### config.mk
export PLATFORM = sky130hd
export DESIGN_NAME = gpio
export DESIGN_NICKNAME = d
export VERILOG_FILES = /design/src/rtl/gpio_pkg.sv /design/src/rtl/gpio_in_sync.sv /design/src/rtl/gpio.sv
export SDC_FILE = /design/constraint.sdc
export NUM_CORES = 1
export LEC_CHECK = 0
export ABC_CLOCK_PERIOD_IN_PS = 9700
export BUFFER_PORTS_ARGS = -buffer_cell sky130_fd_sc_hd__buf_2
export CAP_MARGIN = 30
export CORE_MARGIN = 2
export CORE_UTILIZATION = 35
export DETAILED_ROUTE_END_ITERATION = 8
export GPL_TIMING_DRIVEN = 1
export SYNTH_ARGS = -nofsm -noshare
export SYNTH_HDL_FRONTEND = slang
export SYNTH_HIERARCHICAL = 1
export SYNTH_SLANG_ARGS = --single-unit
### constraint.sdc
create_clock -name clk -period 9.7 [get_ports clk]
set_input_delay 2.425 -clock clk [delete_from_list [all_inputs] [get_ports clk]]
set_output_delay 2.425 -clock clk [all_outputs]
set_load 0.02 [all_outputs]
### src/rtl/gpio_pkg.sv
// Shared constants and byte-lane helpers for the gpio peripheral.
// Contents:
//   WIDTH, SYNC_STG   port width and input synchroniser depth
//   OFS_*             register base offsets within the 16-byte window
//   IE_BIT            interrupt-enable bit position in CTRL
//   get_byte          extracts one byte lane from a 32-bit word
//   lane_mask         32-bit mask covering one byte lane
package gpio_pkg;

  localparam int WIDTH    = 32;
  localparam int SYNC_STG = 2;

  localparam logic [3:0] OFS_OUT  = 4'h0;
  localparam logic [3:0] OFS_CTRL = 4'h4;
  localparam logic [3:0] OFS_IN   = 4'h8;
  localparam logic [3:0] OFS_ISR  = 4'hC;

  localparam int IE_BIT = 0;

  function automatic logic [7:0] get_byte(input logic [31:0] word, input logic [1:0] lane);
    logic [7:0] b;
    case (lane)
      2'd0:    b = word[7:0];
      2'd1:    b = word[15:8];
      2'd2:    b = word[23:16];
      2'd3:    b = word[31:24];
      default: b = 8'h00;
    endcase
    return b;
  endfunction

  function automatic logic [31:0] lane_mask(input logic [1:0] lane);
    logic [31:0] m;
    case (lane)
      2'd0:    m = 32'h0000_00FF;
      2'd1:    m = 32'h0000_FF00;
      2'd2:    m = 32'h00FF_0000;
      2'd3:    m = 32'hFF00_0000;
      default: m = 32'h0000_0000;
    endcase
    return m;
  endfunction

endpackage

### src/rtl/gpio_in_sync.sv
// Input synchroniser for the GPIO input port plus a one-cycle history flop.
// Ports:
//   clk, rst   clock and asynchronous active-high reset
//   inp        raw input port, asynchronous to clk
//   sync       synchronised input (last synchroniser stage)
//   chg        bits of sync that differ from their previous-cycle value
module gpio_in_sync
  import gpio_pkg::*;
#(
  parameter int STAGES = SYNC_STG
) (
  input  logic             clk,
  input  logic             rst,
  input  logic [WIDTH-1:0] inp,
  output logic [WIDTH-1:0] sync,
  output logic [WIDTH-1:0] chg
);

  logic [WIDTH-1:0] stg [STAGES];
  logic [WIDTH-1:0] prev;

  // Synchroniser chain followed by the previous-value flop used for edge detection
  always_ff @(posedge clk or posedge rst) begin
    if (rst) begin
      for (int i = 0; i < STAGES; i++) begin
        stg[i] <= {WIDTH{1'b0}};
      end
      prev <= {WIDTH{1'b0}};
    end else begin
      stg[0] <= inp;
      for (int i = 1; i < STAGES; i++) begin
        stg[i] <= stg[i-1];
      end
      prev <= stg[STAGES-1];
    end
  end

  assign sync = stg[STAGES-1];
  assign chg  = sync ^ prev;

endmodule

### src/rtl/gpio.sv
// 32-bit GPIO peripheral on an 8-bit byte-addressed bus.
// Ports:
//   clk, rst          clock and asynchronous active-high reset
//   cs, rd, wr        chip select and one-cycle read/write strobes
//   addr              byte address; [3:2] register, [1:0] byte lane, [31:4] must be 0
//   data_i / data_o   write data / registered read data (held until the next read)
//   ready             one-cycle pulse after every qualified access
//   out               GPIO output port, driven straight from the OUT register
//   inp               GPIO input port, asynchronous to clk
//   interrupt         level interrupt: IE & |ISR, registered
module gpio
  import gpio_pkg::*;
(
  input  logic             clk,
  input  logic             rst,
  input  logic             cs,
  input  logic             rd,
  input  logic             wr,
  input  logic [31:0]      addr,
  input  logic [7:0]       data_i,
  output logic [7:0]       data_o,
  output logic             ready,
  output logic [WIDTH-1:0] out,
  input  logic [WIDTH-1:0] inp,
  output logic             interrupt
);

  logic [WIDTH-1:0] out_reg;
  logic             ie;
  logic [WIDTH-1:0] isr;
  logic [WIDTH-1:0] sync;
  logic [WIDTH-1:0] chg;

  logic             mapped;
  logic [3:0]       reg_ofs;
  logic [1:0]       lane;
  logic             acc;
  logic             do_wr;
  logic             do_rd;
  logic [WIDTH-1:0] wmask;
  logic [WIDTH-1:0] wdata;
  logic [WIDTH-1:0] w1c;
  logic [7:0]       rd_byte;

  gpio_in_sync #(.STAGES(SYNC_STG)) u_in_sync (
    .clk  (clk),
    .rst  (rst),
    .inp  (inp),
    .sync (sync),
    .chg  (chg)
  );

  assign mapped  = (addr[31:4] == 28'd0);
  assign reg_ofs = {addr[3:2], 2'b00};
  assign lane    = addr[1:0];
  assign acc     = cs & (rd | wr);
  // A write strobe takes priority; rd is ignored when wr is also high
  assign do_wr   = cs & wr & mapped;
  assign do_rd   = cs & rd & ~wr;
  assign wmask   = lane_mask(lane);
  assign wdata   = {4{data_i}};

  // Read mux: selected byte of the addressed register, zero when unmapped
  always_comb begin
    rd_byte = 8'h00;
    if (mapped) begin
      case (reg_ofs)
        OFS_OUT:  rd_byte = get_byte(out_reg, lane);
        OFS_CTRL: rd_byte = (lane == 2'd0) ? {7'b000_0000, ie} : 8'h00;
        OFS_IN:   rd_byte = get_byte(sync, lane);
        OFS_ISR:  rd_byte = get_byte(isr, lane);
        default:  rd_byte = 8'h00;
      endcase
    end else begin
      rd_byte = 8'h00;
    end
  end

  // Write-one-to-clear mask for the ISR byte lane being written
  always_comb begin
    w1c = {WIDTH{1'b0}};
    if (do_wr && (reg_ofs == OFS_ISR)) begin
      w1c = wdata & wmask;
    end else begin
      w1c = {WIDTH{1'b0}};
    end
  end

  // Register file, read data, access handshake and interrupt output
  always_ff @(posedge clk or posedge rst) begin
    if (rst) begin
      out_reg   <= {WIDTH{1'b0}};
      ie        <= 1'b0;
      isr       <= {WIDTH{1'b0}};
      data_o    <= 8'h00;
      ready     <= 1'b0;
      interrupt <= 1'b0;
    end else begin
      if (do_wr && (reg_ofs == OFS_OUT)) begin
        out_reg <= (out_reg & ~wmask) | (wdata & wmask);
      end
      if (do_wr && (reg_ofs == OFS_CTRL) && (lane == 2'd0)) begin
        ie <= data_i[IE_BIT];
      end
      // New changes are OR-ed in after the clear, so a same-cycle set wins
      isr <= (isr & ~w1c) | chg;
      if (do_rd) begin
        data_o <= rd_byte;
      end
      ready     <= acc;
      interrupt <= ie & (|isr);
    end
  end

  assign out = out_reg;

endmodule

==> impl_results.md <==
* RePlAce Congestion at between 0.8 and 0.9
* Crit Reg-Reg Endpoint: data_o[2]
* Number of synthesized register bits at around 170
* Fraction of final layout cells sized beyond drive strength 1 at 0.374
* Highest clock rate at approximately 220 MHz
* Root buffer cell: sky130_fd_sc_hd__clkbuf_16
* PnR worst setup slack at approximately 5.3 ns
* Area of the die at 21700 sq um
* Type of the most critical hold path: reg2reg
* Register area share after synthesis at 0.595
* Clock Path Buffers at 2
* Number of clock buffers inserted by TritonCTS at 17
* Final period utilization at 0.458
* Mapped Cells at 499
* # nets final at between 600 and 700
* Yosys cell types at 36
* Ordered list of cells on the worst path: buf_2 > and4b_1 > nor3b_4 > mux2_4
* Post-Synthesis Mean Instance Area at between 10 and 15 sq um
* Worst Setup End Kind: flop
* Arrival time reported for the critical path endpoint at roughly 4.8 ns
* Initial antenna violation count at 0
* Post-synthesis to final-layout area growth at 17.2%
* Maximum ir drop on the vdd rail at ~80 uV
* Kind of start point of the critical path: input pin
* Total Power Consumption at 1.48 mW
* Maximum number of pins on one net before global-route repair at 86
* Post-detailed-route DRC marker count at 0
* Number of setup buffers added after CTS at 0
* Launch point of the worst reg-to-reg path: u_in_sync/sync[26]
* Post-Syn Area at 7200 sq um
* Number of inserted filler cells in the final layout at 1889
* Horizontal extent of the die at roughly 150 um
* Pre-CTS setup slack at 4.81 ns
* Initial cell density of the core at 0.356
* Post-detailed-routing wire length at 15.3 mm
* Placed wire-length estimate at approximately 11 mm
* Final critical path time including I/O delays and setup at ~4.4 ns
* Endpoints failing setup at 0
* Worst Path Class, Setup: in2reg
* Vias per cell at roughly 4.9
* Async set-reset flop share out of synthesis at 1.00
* Number of nets still failing antenna checks after routing at 0
* RSZ-0062 raised after global routing: no
* Static leakage at 3.75 nW
* Total nets after synthesis at 576
* Overall Global Routing Usage at 0.151
* Min-Delay Path Depth at 0
* Top fanout value on the critical path at 30
* Yosys warns at 6
* Number of diodes at 0
* Setup slack on the worst flop-to-flop path at 8.15 ns
* Cell with the largest stage delay on the worst path: sky130_fd_sc_hd__nor3b_4
* Final total negative setup slack at 0 ns
* PostCTS Resize Cnt at 0
* Crit path largest cell delay at between 0.7 and 0.8 ns
* Result of the run: completed
* IO Count at approximately 120
* Power density relative to cell area at about 180 nW/um^2
* Die span in y at between 100 and 150 um
* Total number of vias at ~4300
* First-pass GRT wire length at around 25 mm
* Pin slew with the least headroom to its limit at between 0.8 and 0.9 ns
* TritonCTS clock tree: yes
* Mean routed wirelength per cell at between 15 and 20 um
* Std-Cell Core Area at around 20000 sq um
* Endpoint required time on the critical path at between 10 and 15 ns
* I/O Buffers at about 120
* Worst r2r path cells at 4
* Clock transition at path regs at about 0.060 ns
* Hold-fix buffers, CTS at 0
* Hold Violations, Final at 0
* Overall overflow remaining after global route at 0
* Max-slew violation count at 0
* Total iterations of the first detailed-routing run at 5
* Post-synth EDFFs at 0
* Setup clock skew after layout at about 0.015 ns
* DRT iter0 DRCs at 260
* Startpoint of the most critical hold path: u_in_sync/stg[33]
* Endpoint, Worst Hold: u_in_sync/sync[1]
* Vias in the first global route at between 4000 and 5000
* Max-cap viol count at 0
* H-Tree Level Count at 4
* Top flip-flop cell by instance count after synthesis: sky130_fd_sc_hd__dfrtp_1
* Number of placement rows at 52
* Total number of clock tree sinks at about 170
* Slew margin rel. at 0.401
* Clock latency on the worst-skew pair at about 0.43 ns
==> metrics by stage <==
step / area (sq um) / hold WS [ns] / utilization / instances
floorplan: 7200 / 0.331 / - / 499
global placement: 7810 / 0.338 / 0.386 / 836
detailed placement: 7810 / 0.335 / 0.386 / 836
CTS: 8380 / 0.350 / 0.414 / 867
global route: 8440 / 0.357 / 0.417 / 869
finish: 8440 / 0.348 / 0.417 / 869
==> critical path, delay by kind of cell <==
kind	cells	cell delay, ns
buffers and inverters	1	0.64
multiplexers	1	0.35
AND/OR/NAND/NOR	2	1.31
==> synth_stat cells (all sizes together) (3+ instances only) <==
library cell / count / share of area
and4: 3 / 0.0037
buf: 45 / 0.043
clkbuf: 10 / 0.0052
dfrtp: 171 / 0.59
inv: 10 / 0.0052
mux2: 40 / 0.075
mux4: 23 / 0.072
nand2: 41 / 0.021
nand2b: 32 / 0.028
nand4: 13 / 0.014
nor2: 5 / 0.0026
nor3b: 4 / 0.0089
nor4: 15 / 0.028
o311ai: 8 / 0.0097
o31ai: 33 / 0.034
xor2: 32 / 0.039
==> worst max path at each step <==
stage,from,to,slack [ns],cells after the start
3_5_place_dp,addr[1],flop,4.81,4
2_1_floorplan,rst,u_in_sync/prev[0],4.77,1
6_report,addr[1],flop,5.25,4
5_1_grt,addr[1],flop,5.13,4
3_3_place_gp,addr[0],flop,4.79,4
4_1_cts,addr[1],flop,5.22,4
==> where the power goes <==
part | switching [mW] | internal (mW) | leakage [nW]
logic | 0.0443 | 0.0366 | 1.47
clock network | 0.288 | 0.366 | 0.277
registers | 0.0113 | 0.734 | 2.00
==> area by class of cell <==
type / instances / area [sq um] / share of cell area
Sequential cell: 171 / 4280 / 0.507
Multi-Input combinational cell: 263 / 2530 / 0.300
Timing Repair Buffer: 124 / 676 / 0.0801
Clock buffer: 18 / 439 / 0.0521
Tap cell: 270 / 338 / 0.0400
Clock inverter: 13 / 131 / 0.0156
Inverter: 10 / 38.8 / 0.00460
==> cell usage in the layout (no fill, tap or decap), types with 5 or more instances in the layout <==
cell type,n
sky130_fd_sc_hd__buf_2,118
sky130_fd_sc_hd__clkbuf_16,17
sky130_fd_sc_hd__dfrtp_1,171
sky130_fd_sc_hd__inv_1,8
sky130_fd_sc_hd__inv_6,7
sky130_fd_sc_hd__mux2_1,8
sky130_fd_sc_hd__mux2_2,8
sky130_fd_sc_hd__mux2_4,24
sky130_fd_sc_hd__mux4_2,23
sky130_fd_sc_hd__nand2_1,41
sky130_fd_sc_hd__nand2b_1,32
sky130_fd_sc_hd__nand4_1,11
sky130_fd_sc_hd__nor2_1,5
sky130_fd_sc_hd__nor4_1,8
sky130_fd_sc_hd__nor4_4,7
sky130_fd_sc_hd__o311ai_1,7
sky130_fd_sc_hd__o31ai_1,33
sky130_fd_sc_hd__xor2_1,32
==> layer usage <==
layer | vias up | track usage | part of all wire
met5 | - | 0 | 0
met4 | 0 | 0.0577 | 0.014
met3 | 18 | 0.0444 | 0.079
met2 | 163 | 0.233 | 0.48
met1 | 2158 | 0.204 | 0.43
li1 | 1935 | - | -
==> kinds of logic after synthesis <==
| family | Yosys count | synth area share |
|---|---|---|
| flops | 171 | 0.595 |
| simple gates | 122 | 0.116 |
| mux | 65 | 0.150 |
| buf+inv | 65 | 0.0534 |
| compound gates | 44 | 0.0475 |
| xor+xnor | 32 | 0.0389 |
Power figures use the tool's default switching activity.
